### config.mk
export PLATFORM = sky130hd
export DESIGN_NAME = piso_tx_flat
export DESIGN_NICKNAME = d
export VERILOG_FILES = /design/src/rtl/piso_pkg.sv /design/src/rtl/piso_tx_if.sv /design/src/rtl/piso_bitcnt.sv /design/src/rtl/piso_tx.sv /design/src/flat_wrapper.sv
export SDC_FILE = /design/constraint.sdc
export NUM_CORES = 1
export LEC_CHECK = 0
export CAP_MARGIN = 20
export CORE_ASPECT_RATIO = 0.8
export CORE_MARGIN = 10
export CORE_UTILIZATION = 35
export CTS_CLUSTER_SIZE = 8
export DETAILED_ROUTE_END_ITERATION = 6
export DONT_BUFFER_PORTS = 1
export GPL_ROUTABILITY_DRIVEN = 0
export GPL_TIMING_DRIVEN = 0
export PLACE_DENSITY_LB_ADDON = 0.3
export SLEW_MARGIN = 15
export SYNTH_ARGS = -nofsm -noshare
export SYNTH_HDL_FRONTEND = slang
export SYNTH_SLANG_ARGS = --single-unit
### constraint.sdc
create_clock -name CK -period 4.38 [get_ports CK]
set_input_delay 0.657 -clock CK [delete_from_list [all_inputs] [get_ports CK]]
set_output_delay 0.657 -clock CK [all_outputs]
set_load 0.01 [all_outputs]
### src/rtl/piso_pkg.sv
// Shared types and constants for the parallel-in/serial-out transmitter.
package piso_pkg;

  localparam int DEF_WIDTH = 32;

  typedef enum logic [0:0] {
    IDLE  = 1'b0,
    SHIFT = 1'b1
  } state_e;

  // Bit-counter width; it only has to hold WIDTH-1.
  function automatic int cnt_w(input int w);
    return (w < 2) ? 1 : $clog2(w);
  endfunction

endpackage

### src/rtl/piso_tx_if.sv
// Load and serial handshakes of piso_tx; master is the host/link side, slave is the transmitter.
interface piso_tx_if
  import piso_pkg::*;
#(
  parameter int WIDTH = DEF_WIDTH
);
  logic             load_valid;
  logic             load_ready;
  logic [WIDTH-1:0] load_data;
  logic             ser_valid;
  logic             ser_ready;
  logic             ser_out;
  logic             ser_last;
  logic             busy;

  modport master (
    output load_valid, load_data, ser_ready,
    input  load_ready, ser_valid, ser_out, ser_last, busy
  );

  modport slave (
    input  load_valid, load_data, ser_ready,
    output load_ready, ser_valid, ser_out, ser_last, busy
  );
endinterface

### src/rtl/piso_bitcnt.sv
// Loadable down-counter with zero flag; load wins over dec.
module piso_bitcnt #(
  parameter int W = 5
) (
  input  logic         CK,
  input  logic         RD_N,
  input  logic         load,
  input  logic [W-1:0] load_val,
  input  logic         dec,
  output logic [W-1:0] cnt,
  output logic         zero
);

  always_ff @(posedge CK) begin
    if (!RD_N)     cnt <= '0;
    else if (load) cnt <= load_val;
    else if (dec)  cnt <= cnt - 1'b1;
  end

  assign zero = (cnt == '0);

endmodule

### src/rtl/piso_tx.sv
// Parallel-in/serial-out transmitter: one WIDTH-bit word out per WIDTH accepted serial beats.
module piso_tx
  import piso_pkg::*;
#(
  parameter int WIDTH     = DEF_WIDTH,
  parameter bit LSB_FIRST = 1'b1
) (
  input  logic CK,
  input  logic RD_N,
  piso_tx_if.slave bus
);

  localparam int CW = cnt_w(WIDTH);

  state_e           state;
  logic [WIDTH-1:0] sr;
  logic [CW-1:0]    cnt;
  logic             cnt_zero;
  logic             in_shift;
  logic             beat;
  logic             last;
  logic             accept;

  assign in_shift = (state == SHIFT);
  assign last     = in_shift && cnt_zero;
  assign beat     = in_shift && bus.ser_ready;
  // Integrators: load_ready depends combinationally on ser_ready so a new
  // word can load on the last-beat edge without a bubble.
  assign bus.load_ready = RD_N && (!in_shift || (last && bus.ser_ready));
  assign accept         = bus.load_valid && bus.load_ready;

  always_ff @(posedge CK) begin
    if (!RD_N) begin
      state <= IDLE;
      sr    <= '0;
    end else if (accept) begin
      state <= SHIFT;
      sr    <= bus.load_data;
    end else if (beat) begin
      sr <= LSB_FIRST ? (sr >> 1) : (sr << 1);
      if (last) state <= IDLE;
    end
  end

  // Counter parks at zero after the final beat rather than wrapping.
  piso_bitcnt #(.W(CW)) u_bitcnt (
    .CK       (CK),
    .RD_N     (RD_N),
    .load     (accept),
    .load_val (CW'(WIDTH - 1)),
    .dec      (beat && !last),
    .cnt      (cnt),
    .zero     (cnt_zero)
  );

  assign bus.ser_valid = in_shift;
  assign bus.busy      = in_shift;
  assign bus.ser_last  = last;
  assign bus.ser_out   = LSB_FIRST ? sr[0] : sr[WIDTH-1];

endmodule

### src/flat_wrapper.sv
// flat-port wrapper written by rule: the top's interface ports become plain ports
module piso_tx_flat import piso_pkg::*;
#(
  parameter int WIDTH     = DEF_WIDTH,
  parameter bit LSB_FIRST = 1'b1
)
  (CK, RD_N, bus_load_valid, bus_load_data, bus_ser_ready, bus_load_ready, bus_ser_valid, bus_ser_out, bus_ser_last, bus_busy);
  piso_tx_if #(.WIDTH(WIDTH)) bus_i ();
  input  logic CK;
  input  logic RD_N;
  input wire logic [$bits(bus_i.load_valid)-1:0] bus_load_valid;
  input wire logic [$bits(bus_i.load_data)-1:0] bus_load_data;
  input wire logic [$bits(bus_i.ser_ready)-1:0] bus_ser_ready;
  output wire logic [$bits(bus_i.load_ready)-1:0] bus_load_ready;
  output wire logic [$bits(bus_i.ser_valid)-1:0] bus_ser_valid;
  output wire logic [$bits(bus_i.ser_out)-1:0] bus_ser_out;
  output wire logic [$bits(bus_i.ser_last)-1:0] bus_ser_last;
  output wire logic [$bits(bus_i.busy)-1:0] bus_busy;
  assign bus_i.load_valid = bus_load_valid;
  assign bus_i.load_data = bus_load_data;
  assign bus_i.ser_ready = bus_ser_ready;
  assign bus_load_ready = bus_i.load_ready;
  assign bus_ser_valid = bus_i.ser_valid;
  assign bus_ser_out = bus_i.ser_out;
  assign bus_ser_last = bus_i.ser_last;
  assign bus_busy = bus_i.busy;
  piso_tx #(.WIDTH(WIDTH), .LSB_FIRST(LSB_FIRST)) u_core (.CK(CK), .RD_N(RD_N), .bus(bus_i));
endmodule
==> results.md, run 1 <==
- Status: finished, final reports clean
- Sw Share: about 28%
- Tmin final: between 2 and 2.5 ns
- Global route overflow: 0
- Dpl cell area: 1959 µm²
- RSZ-0062 raised after global routing: no
- DRT antenna net count: 0
- Cells after Synth: 218
- # hold bufs at CTS: 0
- Clock share of power: 30.1%
- Wire length on met2: 1826 µm
- Internal power: 0.5652 mW
- # IOs: 41
- PostCTS Resize Cnt: 0
- Aggregate negative setup slack: 0 ns
- Total of max-cap violations: 0
- Chip Height: 85.59 µm
- Aggregate routed wire length: 4451 µm
- Worst hold path type: register to register
- Root buf cell: clkbuf_8
- Core box area: 5094 µm²
- Initial antenna violation count: 0
- Total GRT Usage: 10.42%
- TritonRoute pass-1 iters: 4
- Number of global-route vias before repair: between 1500 and 2000
- Synth-to-Final Area Change: 8.511%
- FP Rows: 23
- Fin area: 2042 µm²
- Final Cycle Share: 53.33%
- WL met3: 417 µm
- Largest net degree at the start of global routing: 11
- Ant diodes: 0
- Postcts setup bufs: 0
- Port Buffers: 0
- Wl on met1: between 2000 and 2500 µm
- Synth Register Bits: 38
- Layout Utilization: 40.09%
- Nets@finish: 263
- Final setup fails: 0
- Final Max Tran Viols: 0
- Pre-CTS WS: around 2.3 ns
- Startpoint Class: register
- Slowest CP cell: nor4b_4
- PwrDens: 386.7 nW/µm²
- Comb pwr share: about a fifth
- Post-synthesis compound-gate area fraction: about 25%
- Buf/Inv on CP: 1
- CTS tree: yes
- H-Tree Depth: 2
- Crit path required time: 3.72 ns
- Family with the most delay on the worst path: simple AND/OR/NAND/NOR gates
- Most common cell after layout, fill and taps aside: nand2_1
- Largest family of logic cells by synthesized area: compound AO/OA/AOI/OAI gates
- Post-synthesis mux area share: 1.130%
- Worst EP arrival: 1.68 ns
- WS Path Type: register to primary output
- First-pass GRT wire length: 7424 µm
- Max Used Layer: met4
- P_sw: 0.2244 mW
- Drt via density: 5.241
- Layout cells sized above 1: between 10% and 20%
- Final worst setup slack: 2.044 ns
- Crit path max fanout: 6
- Clk buf depth: 2
- Max Fclk: 0.4281 GHz
- Crit-path cells: inv_1, ha_1, nor4b_4, a21boi_0, nor2_1
- Highest-count cells in the layout ignoring fill and taps: 66 x nand2_1, 38 x nor2_1, 38 x dfxtp_1, 25 x a311oi_2, 10 x clkbuf_1
- Syn Std Cell Area: around 1900 µm²
- Yosys cell types: 24
- Skew-Pair Late Insertion Delay: between 0.2 and 0.3 ns
- P_leak: around 0.70 nW
- Starting Density: 36.94%
- Clk_skew: about 0.0083 ns
- Sequential share of the synthesized area: 40.43%
- Drt initial violations: 60
- Vias: 1499
- Worst-path clk slew: 0.07 ns
- CTS Sinks: 38
- Sequential Power Share: between 50% and 60%
- TritonCTS buffer count: 5
- Worst rel slew slack: roughly half
- Tightest Pin Transition: 0.7295 ns
- Remaining DRCs: 0
- Synth Area in Simple Gates: 24.60%
- Hpwl dp: 3247 µm
- Final hold violations: 0
- Syn nets: roughly 260
- Die outline width: 102.0 µm
- Die area: 8728 µm²
- Syn. warnings: 0
- Syn avg cell area: 8.632 µm²
- Synth Area in XOR/XNOR: less than 1%
- Adder-cell share of the synthesized area: under 10%
- CP max stage delay: 0.36 ns
- Wire per inst: 15.56 µm
- Crit end category: primary output
- Peak VDD IR: between 150 and 200 µV
==> synth_stat cells <==
cell type / count / area [µm²]
a311oi_2: 25 / 375.4
nand2_1: 66 / 247.7
dfxtp_1: 38 / 760.7
buf_6: 4 / 45.04
nor2_1: 38 / 142.6
inv_1: 3 / 11.26
and2_1: 2 / 12.51
or3_1: 2 / 12.51
ha_1: 2 / 25.02
nor4b_4: 1 / 23.77
buf_4: 1 / 7.510
a311oi_1: 6 / 52.55
clkbuf_1: 10 / 37.54
a21oi_1: 5 / 25.02
buf_2: 4 / 20.02
nor3_1: 1 / 5.000
xnor2_1: 2 / 17.52
nor2b_1: 1 / 6.260
mux2i_1: 1 / 10.01
nand3b_1: 1 / 7.510
mux2_2: 1 / 11.26
nand3_1: 1 / 5.000
a21boi_0: 1 / 7.510
a31oi_1: 2 / 12.51
==> worst register-to-register path, delay by kind of cell, from the launching register on <==
kind	cells	cell delay [ns]
buffers and inverters	2	0.41
DFF	1	0.37
and+or+nand+nor	2	0.25
AOI/OAI and AO/OA	2	0.65
adders and majority gates	1	0.22
==> registers in the layout (all words and copies together) (netlist names) <==
register,count
u_core.bus.busy,1
u_core.sr,32
u_core.u_bitcnt.cnt,5
==> cell families after synthesis <==
| group | after synthesis |
|---|---|
| AO/OA/AOI/OAI | 39 |
| XOR/XNOR | 2 |
| adder cells (fa/ha/maj) | 2 |
| buffers and inverters | 22 |
| flip-flops | 38 |
| multiplexers | 2 |
| AND/OR/NAND/NOR | 113 |
==> metal layers <==
layer	up-vias	global-route usage, %
met2	37	14.39
met5	-	0
met1	697	14.17
met3	2	4.972
li1	763	-
met4	0	2.302
==> through the flow <==
| step | std cells | hold slack (ns) | total power [mW] |
|---|---|---|---|
| after floorplan | 218 | 0.4322 | 0.5296 |
| after global placement | 280 | 0.4513 | 0.5582 |
| after detailed placement | 280 | 0.4492 | 0.5602 |
| after CTS | 286 | 0.4596 | 0.7973 |
| after global routing | 286 | 0.4749 | 0.8334 |
| final | 286 | 0.4564 | 0.7896 |
==> power groups by stage <==
stage	combinational (mW)	clock, mW	sequential (mW)
after floorplan	0.123	0	0.406
after global placement	0.147	0	0.412
after detailed placement	0.148	0	0.412
after CTS	0.149	0.244	0.404
after global routing	0.164	0.260	0.409
final	0.148	0.238	0.404
==> final timing paths <==
| path | startpoint | endpoint | slack [ns] | depth (start not counted) |
|---|---|---|---|---|
| worst min-delay path | u_core.sr[31]$_SDFFE_PN0P_ | u_core.sr[31]$_SDFFE_PN0P_ | 0.46 | 2 |
| worst max register to register | u_core.u_bitcnt.cnt[0]$_SDFFE_PN0P_ | u_core.sr[11]$_SDFFE_PN0P_ | 2.41 | 7 |
| worst min register to register | u_core.sr[31]$_SDFFE_PN0P_ | u_core.sr[31]$_SDFFE_PN0P_ | 0.46 | 2 |
| worst max-delay path | u_core.u_bitcnt.cnt[0]$_SDFFE_PN0P_ | bus_load_ready | 2.04 | 5 |
==> final cells by class <==
| class | instances | area (µm²) |
|---|---|---|
| plain buffers | 19 | 110.1 |
| well taps | 62 | 77.57 |
| fillers | 512 | 3052 |
| inverters | 3 | 11.26 |
| clock buffers | 6 | 82.58 |
| flip-flops and latches | 38 | 760.7 |
| multi-input cells | 158 | 999.7 |
Note: power is estimated with default switching activity, not from simulation.
==> run 2, diff against run 1 <==
ABC_AREA = 1   (was unset)
clock period = 1.9 ns   (was 4.38 ns; I/O delays follow)
==> run 2 against run 1 <==
Compared with the run above:
- critical endpoint unchanged
- final area increased by 12%
- largest power group unchanged
- combinational power grew 100%
- cell count is 47% higher
==> results.md, run 2 <==
- Final setup fails: 0 (unchanged)
- Share of the synthesized area in the top cell type: 36.17% (-4.3 points)
- Most common cell after layout, fill and taps aside: nand2_1
- FP Rows: 25 (+8.7%)
- Comb pwr share: 17.5% (-1.2 points)
- Post-synth EDFFs: 0 (unchanged)
- # IOs: 41 (unchanged)
- Layout cells sized above 1: 8.580% (-10 points)
- # hold bufs at CTS: 0 (unchanged)
- Syn avg cell area: 6.354 µm² (-26%)
- Adder-cell share of the synthesized area: 1.190% (-0.14 points)
- Largest reg by FF count: u_core.sr
- Nets@finish: 376 (+43%)
- Sequential share of the synthesized area: 36.17% (-4.3 points)
- Synth-to-Final Area Change: 8.745%
- Clk_skew: 0.006686 ns (-0.001650 ns)
- Remaining DRCs: 0 (unchanged)
- Synth Flop Type: dfxtp_1
- Tightest Pin Transition: 0.5092 ns (-0.2203 ns)
- Final Max Tran Viols: 0 (unchanged)
- Chip Height: 89.34 µm (+4.4%)
- Clock share of power: 30.9% (+0.8 points)
- Max reg flops: 32 (unchanged)
- PwrDens: 759.5 nW/µm² (+96%)
- Highest-count cells in the layout ignoring fill and taps: 107 x nand2_1, 38 x inv_1, 38 x dfxtp_1, 37 x nand3_1, 34 x a21oi_1
- Final worst setup slack: 0.1172 ns (-1.927 ns)
- Global route overflow: 0 (unchanged)
- Min Hold Slack: 0.1611 ns (-0.2954 ns)
- Non-Filler Instances: 419 (+47%)
- Largest net degree at the start of global routing: 12 (+1)
- Post-synthesis mux area share: 0% (-1.1 points)
- Wire per inst: 13.20 µm (-15%)
- Slowest CP cell: dfxtp_1
- Total GRT Usage: 11.93% (+1.5 points)
- Async set-or-reset flop fraction in the synthesized netlist: 0% (unchanged)
- Die area: 9529 µm² (+9.2%)
- Hpwl dp: 3998 µm (+23%)
- CTS Sinks: 38 (unchanged)
- Final Cycle Share: 93.83%
- P_leak: 1.088 nW (+55%)
- Synth cell count leaders: 107 x nand2_1, 39 x inv_1, 38 x dfxtp_1, 37 x nand3_1, 34 x a21oi_1
- Startpoint Class: register
- Largest family of logic cells by synthesized area: simple AND/OR/NAND/NOR gates
- Crit-path cells: nand2_1, inv_2, nand4_1, a21oi_1
- Starting Density: 35.77% (-1.2 points)
- Vias: 2071 (+38%)
- Clk buf depth: 2 (unchanged)
- Yosys cell types: 22 (-8.3%)
- Aggregate routed wire length: 5529 µm (+24%)
- TritonRoute pass-1 iters: 4 (unchanged)
- Sequential Power Share: 51.6% (+0.4 points)
- Count leader, synth: nand2_1
- H-Tree Depth: 2 (unchanged)
- Core box area: 5881 µm² (+15%)
- Syn nets: 369 (+44%)
- RSZ-0062 raised after global routing: yes
- Synth Area in Simple Gates: 39.44% (+15 points)
- Synth Register Bits: 38 (unchanged)
- Internal power: 1.211 mW (+110%)
- Worst hold path type: primary input to register
- Tmin final: ~1.8 ns
- Crit path required time: 1.62 ns (-2.10 ns)
- Max Fclk: 0.5609 GHz
- WS Path Type: register to primary output
- Fin area: 2287 µm² (+12%)
- CTS tree: yes
- Register-to-register path setup slack: 0.18 ns (-2.23 ns)
- Syn Std Cell Area: 2103 µm² (+12%)
- Cells after Synth: 331 (+52%)
- Die outline width: 106.7 µm (+4.6%)
- Root buf cell: clkbuf_8
- Crit path max fanout: 6 (unchanged)
- Pwr Total: 1.737 mW (+120%)
- Aggregate negative setup slack: 0 ns (unchanged)
- Worst EP arrival: 1.50 ns (-0.18 ns)
- Initial antenna violation count: 0 (unchanged)
- First-pass GRT wire length: 9397 µm (+27%)
- Status: finished, final reports clean
- Dpl cell area: 2205 µm² (+13%)
- TritonCTS buffer count: 5 (unchanged)
- Placed Cells: 412 (+47%)
- Drt via density: 4.943 (-5.7%)
- Worst-path clk slew: 0.08 ns (about the same)
- Syn. warnings: 0 (unchanged)
- Layout Utilization: 38.89% (-1.2 points)
- Synth top area cells: dfxtp_1 36%, nand2_1 19%, nand4_1 9.8%, nand3_1 8.8%, a21oi_1 8.1%
- Pre-CTS WS: 0.1664 ns (-2.160 ns)
- Total of max-cap violations: 0 (unchanged)
- Drt initial violations: 154 (+160%)
- CP max stage delay: 0.52 ns (+0.16 ns)
- P_sw: 0.5259 mW (+130%)
- Sw Share: 30.28% (+1.9 points)
- Biggest area consumer among synthesized cells: dfxtp_1
- Skew-Pair Late Insertion Delay: 0.29 ns (about the same)
- Number of global-route vias before repair: 1950 (+30%)
- DRT antenna net count: 0 (unchanged)
- Final hold violations: 0 (unchanged)
- Synth Area in XOR/XNOR: 0.4164% (-0.51 points)
- Worst rel slew slack: 66.05% (+15 points)
- Post-synthesis compound-gate area fraction: 8.864% (-16 points)
- Crit end category: primary output
- Ant diodes: 0 (unchanged)
- Peak VDD IR: 298.2 µV (+72%)
- Port Buffers: 0 (unchanged)
[run 2: kinds of logic after synthesis]
| logic type | after synthesis |
|---|---|
| AOI/OAI and AO/OA | 37 |
| and+or+nand+nor | 183 |
| DFF | 38 |
| adders and majority gates | 2 |
| xor gates and xnor gates | 1 |
| buffers and inverters | 70 |
[run 2: per-layer routing]
| layer | global-route usage, % | wire length (µm) | vias to the layer above |
|---|---|---|---|
| met5 | 0 | 0 | - |
| met4 | 3.067 | 14 | 0 |
| met3 | 3.746 | 301 | 3 |
| met2 | 18.50 | 2453 | 40 |
| met1 | 15.67 | 2760 | 946 |
| li1 | - | - | 1082 |
[run 2: final cells by class]
class                      count  area (µm²)
buffer                        28       138.9
clock buffer                   5       68.82
clock inverter                 2       10.01
fill                         701        3593
inverter                      42       157.7
multi-input combinational    223        1050
sequential                    38       760.7
tap                           81       101.3
[run 2: power by group through the flow]
| stage | clock, mW | sequential [mW] | combinational (mW) |
|---|---|---|---|
| floorplan | 0 | 0.906 | 0.241 |
| global placement | 0 | 0.912 | 0.299 |
| detailed placement | 0 | 0.915 | 0.303 |
| CTS | 0.553 | 0.896 | 0.304 |
| global route | 0.596 | 0.905 | 0.352 |
| finish | 0.537 | 0.897 | 0.303 |
[run 2: final timing paths]
path / start / to / cells after the start
min: bus_load_data[31] / u_core.sr[31]$_SDFFE_PN0P_ / 2
max reg2reg: u_core.u_bitcnt.cnt[1]$_SDFFE_PN0P_ / u_core.sr[30]$_SDFFE_PN0P_ / 11
min reg2reg: u_core.sr[7]$_SDFFE_PN0P_ / u_core.sr[7]$_SDFFE_PN0P_ / 2
max: u_core.bus.busy$_SDFFE_PN0P_ / bus_load_ready / 4
[run 2: critical path, delay by kind of cell (launching register included)]
| kind | cells | cell delay [ns] |
|---|---|---|
| flip-flops | 1 | 0.52 |
| AO/OA/AOI/OAI | 1 | 0.38 |
| AND/OR/NAND/NOR | 2 | 0.24 |
| buffers and inverters | 1 | 0.07 |
[run 2: timing repair]
item                                    CTS  global route
buffers inserted                          0             0
gates resized for setup                   0             7
endpoints found under the setup margin    0            17
